<file path="src/rtl/add_word_sequencer_pkg.sv">
// Shared constants and types for the multi-word add/subtract sequencer.
//   WORD_W          : width of one datapath word (one adder pass)
//   S_IDLE/RUN/DONE : state encoding constants
//   state_e         : typed FSM state built on those constants
//   idx_width()     : word-index width, never less than one bit
package add_word_sequencer_pkg;

  localparam int unsigned WORD_W = 16;

  localparam logic [1:0] S_IDLE = 2'd0;
  localparam logic [1:0] S_RUN  = 2'd1;
  localparam logic [1:0] S_DONE = 2'd2;

  typedef enum logic [1:0] {
    StIdle = S_IDLE,
    StRun  = S_RUN,
    StDone = S_DONE
  } state_e;

  function automatic int unsigned idx_width(input int unsigned words);
    return (words > 1) ? $clog2(words) : 1;
  endfunction

endpackage

</file>
<file path="src/rtl/full_adder_16bit.sv">
// 16-bit full adder shared by the word sequencer.
//   a, b : addends
//   cin  : carry in
//   sum  : low 16 bits of a + b + cin
//   cout : carry out of bit 15
module full_adder_16bit (
  input  logic [15:0] a,
  input  logic [15:0] b,
  input  logic        cin,
  output logic [15:0] sum,
  output logic        cout
);

  always_comb begin
    {cout, sum} = {1'b0, a} + {1'b0, b} + {16'd0, cin};
  end

endmodule

</file>
<file path="src/rtl/add_word_sequencer.sv">
// Multi-cycle WORDS x 16-bit add/subtract, one word per clock, LSW first, through a
// single shared 16-bit adder with the carry chained in a register.
//   clk, rst        : clock, synchronous active-high reset
//   start           : request, accepted only while idle
//   op_sub, cin_in  : 0 -> a + b + cin_in, 1 -> a - b
//   op_a, op_b      : operands, captured on the accepting edge
//   busy, done      : busy while not idle; done pulses for one cycle with the result
//   result          : sum/difference
//   carry_out       : final carry (subtract: 1 = no borrow)
//   overflow, zero  : signed overflow of the full-width op, result == 0
module add_word_sequencer
  import add_word_sequencer_pkg::*;
#(
  parameter int unsigned WORDS = 4
) (
  input  logic                    clk,
  input  logic                    rst,
  input  logic                    start,
  input  logic                    op_sub,
  input  logic                    cin_in,
  input  logic [WORD_W*WORDS-1:0] op_a,
  input  logic [WORD_W*WORDS-1:0] op_b,
  output logic                    busy,
  output logic                    done,
  output logic [WORD_W*WORDS-1:0] result,
  output logic                    carry_out,
  output logic                    overflow,
  output logic                    zero
);

  localparam int unsigned W    = WORD_W * WORDS;
  localparam int unsigned IdxW = idx_width(WORDS);
  localparam int unsigned SelW = $clog2(W);

  state_e            state_q, state_d;
  logic [IdxW-1:0]   idx_q, idx_d;
  logic [W-1:0]      a_q, a_d, b_q, b_d, result_q, result_d;
  logic              sub_q, sub_d, carry_q, carry_d;
  logic              carry_out_q, carry_out_d, overflow_q, overflow_d, zero_q, zero_d;

  logic [SelW-1:0]   base;
  logic [WORD_W-1:0] fa_a, fa_b, fa_sum;
  logic              fa_cout, last_word;

  // Bit offset of the current word inside the operand/result registers.
  assign base      = SelW'(int'(idx_q) * WORD_W);
  assign last_word = (idx_q == IdxW'(WORDS - 1));
  assign fa_a      = a_q[base +: WORD_W];
  assign fa_b      = sub_q ? ~b_q[base +: WORD_W] : b_q[base +: WORD_W];

  full_adder_16bit u_adder (
    .a    (fa_a),
    .b    (fa_b),
    .cin  (carry_q),
    .sum  (fa_sum),
    .cout (fa_cout)
  );

  always_comb begin
    state_d     = state_q;
    idx_d       = idx_q;
    a_d         = a_q;
    b_d         = b_q;
    sub_d       = sub_q;
    carry_d     = carry_q;
    result_d    = result_q;
    carry_out_d = carry_out_q;
    overflow_d  = overflow_q;
    zero_d      = zero_q;
    unique case (state_q)
      StIdle: begin
        if (start) begin
          a_d     = op_a;
          b_d     = op_b;
          sub_d   = op_sub;
          // Subtract is a + ~b + 1, so the +1 enters as the initial carry.
          carry_d = op_sub ? 1'b1 : cin_in;
          idx_d   = '0;
          state_d = StRun;
        end
      end
      StRun: begin
        result_d[base +: WORD_W] = fa_sum;
        carry_d = fa_cout;
        idx_d   = idx_q + 1'b1;
        if (last_word) begin
          // Flags land on the edge into DONE so they are valid alongside done.
          idx_d       = '0;
          carry_out_d = fa_cout;
          overflow_d  = (fa_a[WORD_W-1] == fa_b[WORD_W-1]) &&
                        (fa_sum[WORD_W-1] != fa_a[WORD_W-1]);
          zero_d      = (result_d == '0);
          state_d     = StDone;
        end
      end
      StDone: state_d = StIdle;
      default: state_d = StIdle;
    endcase
  end

  always_ff @(posedge clk) begin
    if (rst) begin
      state_q     <= StIdle;
      idx_q       <= '0;
      a_q         <= '0;
      b_q         <= '0;
      sub_q       <= 1'b0;
      carry_q     <= 1'b0;
      result_q    <= '0;
      carry_out_q <= 1'b0;
      overflow_q  <= 1'b0;
      zero_q      <= 1'b0;
    end else begin
      state_q     <= state_d;
      idx_q       <= idx_d;
      a_q         <= a_d;
      b_q         <= b_d;
      sub_q       <= sub_d;
      carry_q     <= carry_d;
      result_q    <= result_d;
      carry_out_q <= carry_out_d;
      overflow_q  <= overflow_d;
      zero_q      <= zero_d;
    end
  end

  assign busy      = (state_q != StIdle);
  assign done      = (state_q == StDone);
  assign result    = result_q;
  assign carry_out = carry_out_q;
  assign overflow  = overflow_q;
  assign zero      = zero_q;

endmodule

</file>
<file path="config.mk">
export PLATFORM = sky130hd
export DESIGN_NAME = add_word_sequencer
export DESIGN_NICKNAME = d
export VERILOG_FILES = /design/src/rtl/add_word_sequencer_pkg.sv /design/src/rtl/full_adder_16bit.sv /design/src/rtl/add_word_sequencer.sv
export SDC_FILE = /design/constraint.sdc
export NUM_CORES = 1
export LEC_CHECK = 0
export ABC_AREA = 1
export CAP_MARGIN = 20
export CORE_ASPECT_RATIO = 1.25
export CORE_MARGIN = 4
export CORE_UTILIZATION = 48
export DETAILED_ROUTE_END_ITERATION = 10
export PLACE_DENSITY = 0.78
export SLEW_MARGIN = 10
export SYNTH_ARGS = -nofsm -noshare
export SYNTH_HDL_FRONTEND = slang
export SYNTH_SLANG_ARGS = --single-unit
</file>
<file path="constraint.sdc">
create_clock -name clk -period 3.4 [get_ports clk]
set_input_delay 0.68 -clock clk [delete_from_list [all_inputs] [get_ports clk]]
set_output_delay 0.68 -clock clk [all_outputs]
set_load 0.01 [all_outputs]
</file>
==> impl_results.md <==
* # port buffers at 201
* Sw Ratio at 0.3530
* Cell row count at 60
* Delay-heaviest family, CP: simple AND/OR/NAND/NOR gates
* Mux contribution to synthesized area at 0
* Initial Util at 0.4870
* IR Drop Worst-Case VDD at 0.4665 mV
* Final Hold Viols at 0
* Cells after Synth at 1,637
* Global route overflow at 0
* Synth Area in Adders at 0.02885
* Clock slew at reported path FFs at 0.07 ns
* Worst Hold End: a_q[34]
* Via density at 5.280
* CP max-delay cell: dfxtp_4
* Slew HR at 0.4761
* Deepest clock path buffer count at 3
* Critical path class: reg -> reg
* Pwr/cell area at 553.2 nW/um2
* Vias at 11,260
* CTS H-tree depth at 1
* Most frequent cells in the layout: nor2_1 (440), o21ai_0 (248), clkdlybuf4s50_1 (201)
* Clock power share at 0.301
* DR WL/cell at 16.39 um
* Status: completed
* Max Fclk at 300.0 MHz
* CTS Buf Count at 22
* Worst Reg2Reg Path Length in Cells at 24
* Slew @ Worst Pin at 0.7847 ns
* Share of total power in combinational logic at 0.357
* CORE AREA at 21,550 um2
* Fraction of layout cells with a size suffix above 1 at 0.1144
* Setup WS post-layout at 0.06715 ns
* Simple-gate share of the synthesized area at 0.2968
* R2r startpoint: idx_q[0]
* Most frequent CP cell: nor2_1
* P&R area growth vs syn at 36.33%
* Initial DRC Count at 870
* Pre-CTS setup slack at 0.04699 ns
* Yosys reg bits at 201
* Vias in the first global route at 10,550
* Worst path bufs/invs at 4
* Worst flop-to-flop path endpoint: zero
* Syn avg cell area at 6.410 um2
* Switch Pwr at 2.794 mW
* Seq pwr share at 0.342
* DP Wirelength at 25,530 um
* Initial antenna violation count at 0
* Pin count of the biggest net entering global routing at 115
* XOR/XNOR Fraction of Synth Area at 0.01335
* # nets final at 1,993
* Syn Nets at 1,793
* Post-synth cell types at 32
* Io pins at 202
* Slowest stage delay, CP at 0.44 ns
* N_diodes at 0
* Startpoint types: flip-flop
* Final ANT Viol Nets at 0
* Tmin final at 3.333 ns
* Min-delay src: a_q[34]
* Chip width at 140.3 um
* Remaining DRCs at 0
* First-pass GRT wire length at 53,590 um
* Routed WL at 34,940 um
* Pleak at 6.611 nW
* Commonest non-fill, non-tap cell in the layout: nor2_1
* Largest family of logic cells by synthesized area: simple AND/OR/NAND/NOR gates
* Sequential fraction of the synthesis area at 0.3835
* Setup violators final at 0
* CTS tree: yes
* DRT Pass-1 Iters at 5
* Reg2Reg Setup Slack at 0.07 ns
* RSZ-0062 raised after global routing: yes
* Synthesized area at 10,490 um2
* CP cell instances: buf_12 > o21ai_2 > o22ai_1 > xor2_1 > fa_2 > inv_2 > fa_2 > nand2_4 > buf_4 > inv_1 > nor2_1 > nand3_1 > o21ai_0 > nor2_1 > nand2_1 > nor2_1 > nand3_1 > nor2_1 > nand3_1 > nor2_1 > nand3_1 > nor2_1 > nor2_1 > nor2_1
* Maximum fanout along the worst path at 5
* Gr usage total at 0.2660
* Worst Hold Path Cells at 2
* Hold crit path type: reg -> reg
* YS warnings at 0
* Final setup TNS at 0 ns
* Final Max Tran Viols at 0
* Worst clock skew at 0.01150 ns
* Worst hold slack at 0.4730 ns
* WP data arrival at 3.70 ns
* Clk root buf: clkbuf_16
* Complex-gate fraction of the synthesized area at 0.1780
* Total Die Area at 24,310 um2
* GP Congestion at 0.9199
* Period utilisation layout at 0.9803
* Later-pin clock latency in the skew report at 0.51 ns
* Max-cap check violation count at 0
* CTS sink cnt at 201
* Int Pwr at 5.121 mW
* Chip Height at 173.3 um
* Crit. End Element: flip-flop
* Required time of the critical path at 3.77 ns
* Number of fill cells in the layout at 1,907
[Yosys cell counts, drive strengths merged]
library cell	count	area, um2
a31oi	1	6.260
a21oi	37	185.2
o22ai	32	200.2
inv	177	664.4
nand4	29	181.4
clkbuf	82	307.8
nand3b	1	7.510
buf	16	72.57
o211ai	17	127.6
xor2	16	140.1
fa	2	40.04
a21boi	2	15.02
nand3	58	312.8
nor2	456	1719
o21a	1	7.510
nand2	219	859.6
and2	4	25.02
dfxtp	201	4024
o21ai	263	1316
or2	1	8.760
a32o	1	10.01
ha	21	262.8
[worst reg2reg max path: stages (launching register included)]
cell and delay [ns]:
dfxtp_4 0.44, buf_12 0.14, o21ai_2 0.05, o22ai_1 0.20
xor2_1 0.23, fa_2 0.24, inv_2 0.05, fa_2 0.39
nand2_4 0.10, buf_4 0.10, inv_1 0.03, nor2_1 0.18
nand3_1 0.16, o21ai_0 0.16, nor2_1 0.07, nand2_1 0.11
nor2_1 0.06, nand3_1 0.09, nor2_1 0.05, nand3_1 0.06
nor2_1 0.05, nand3_1 0.06, nor2_1 0.05, nor2_1 0.09
nor2_1 0.04
[metal layers]
metal | wire, um | part of all wire | vias to the layer above | track usage
met5 | 0 | 0 | - | 0
met4 | 1481 | 0.042 | 0 | 0.1070
met3 | 2183 | 0.062 | 78 | 0.04194
li1 | - | - | 5627 | -
met1 | 13920 | 0.40 | 5123 | 0.3200
met2 | 17350 | 0.50 | 429 | 0.4704
[sequential cells by signal, indices dropped and copies added (netlist names)]
name / flops
state_q: 2
sub_q: 1
idx_q: 2
overflow: 1
result: 64
a_q: 64
b_q: 64
zero: 1
carry_q: 1
carry_out: 1
[layout make-up]
type / instances / area [um2] / area share
tap: 279 / 349.1 / 0.02440
multi-input combinational: 1161 / 5789 / 0.4047
inverter: 177 / 673.1 / 0.04705
clock inverter: 9 / 77.57 / 0.005422
clock buffer: 31 / 645.6 / 0.04513
sequential: 201 / 4031 / 0.2818
timing repair buffer: 274 / 2740 / 0.1915
[per-stage QoR]
stage               total power [mW]    util  cells  cell area [um2]
floorplan                      4.158       -   1637            10510
global placement               5.176  0.6036   2078            13010
detailed placement             5.214  0.6036   2078            13010
CTS                            7.594  0.6375   2118            13740
global route                   8.331  0.6640   2132            14310
finish                         7.915  0.6640   2132            14310
[power by group through the flow]
stage / sequential, mW / combinational [mW] / clock [mW]
6_report: 2.70 / 2.82 / 2.39
5_1_grt: 2.73 / 3.09 / 2.51
4_1_cts: 2.70 / 2.48 / 2.42
3_5_place_dp: 2.75 / 2.46 / 0
3_3_place_gp: 2.74 / 2.43 / 0
2_1_floorplan: 2.74 / 1.42 / 0
[repair_timing]
| action | CTS | global route |
|---|---|---|
| buffers inserted | 0 | 10 |
| hold buffers | 0 | 0 |
| resized for setup | 1 | 110 |
| endpoints found under the setup margin | 1 | 3 |
| cloned | 0 | 4 |
| pin swaps | 0 | 52 |
[how the worst max path moves through the flow]
| stage | from | end | slack (ns) | cells past startpoint |
|---|---|---|---|---|
| detailed placement | idx_q[0] | zero | 0.05 | 22 |
| floorplan | idx_q[0] | zero | 0.05 | 25 |
| CTS | idx_q[0] | zero | 0.02 | 21 |
| global placement | idx_q[1] | zero | 0.09 | 24 |
| finish | idx_q[0] | zero | 0.07 | 24 |
| global route | idx_q[0] | zero | -0.11 | 22 |
[logic make-up (layout without fill, tap and decap cells)]
family / after synthesis / count (layout)
AO/OA/AOI/OAI: 354 / 354
adder cells (fa/ha/maj): 23 / 23
XOR/XNOR: 16 / 16
buffers and inverters: 275 / 491
flip-flops: 201 / 201
AND/OR/NAND/NOR: 768 / 768
Note: power is estimated with default switching activity, not from simulation.
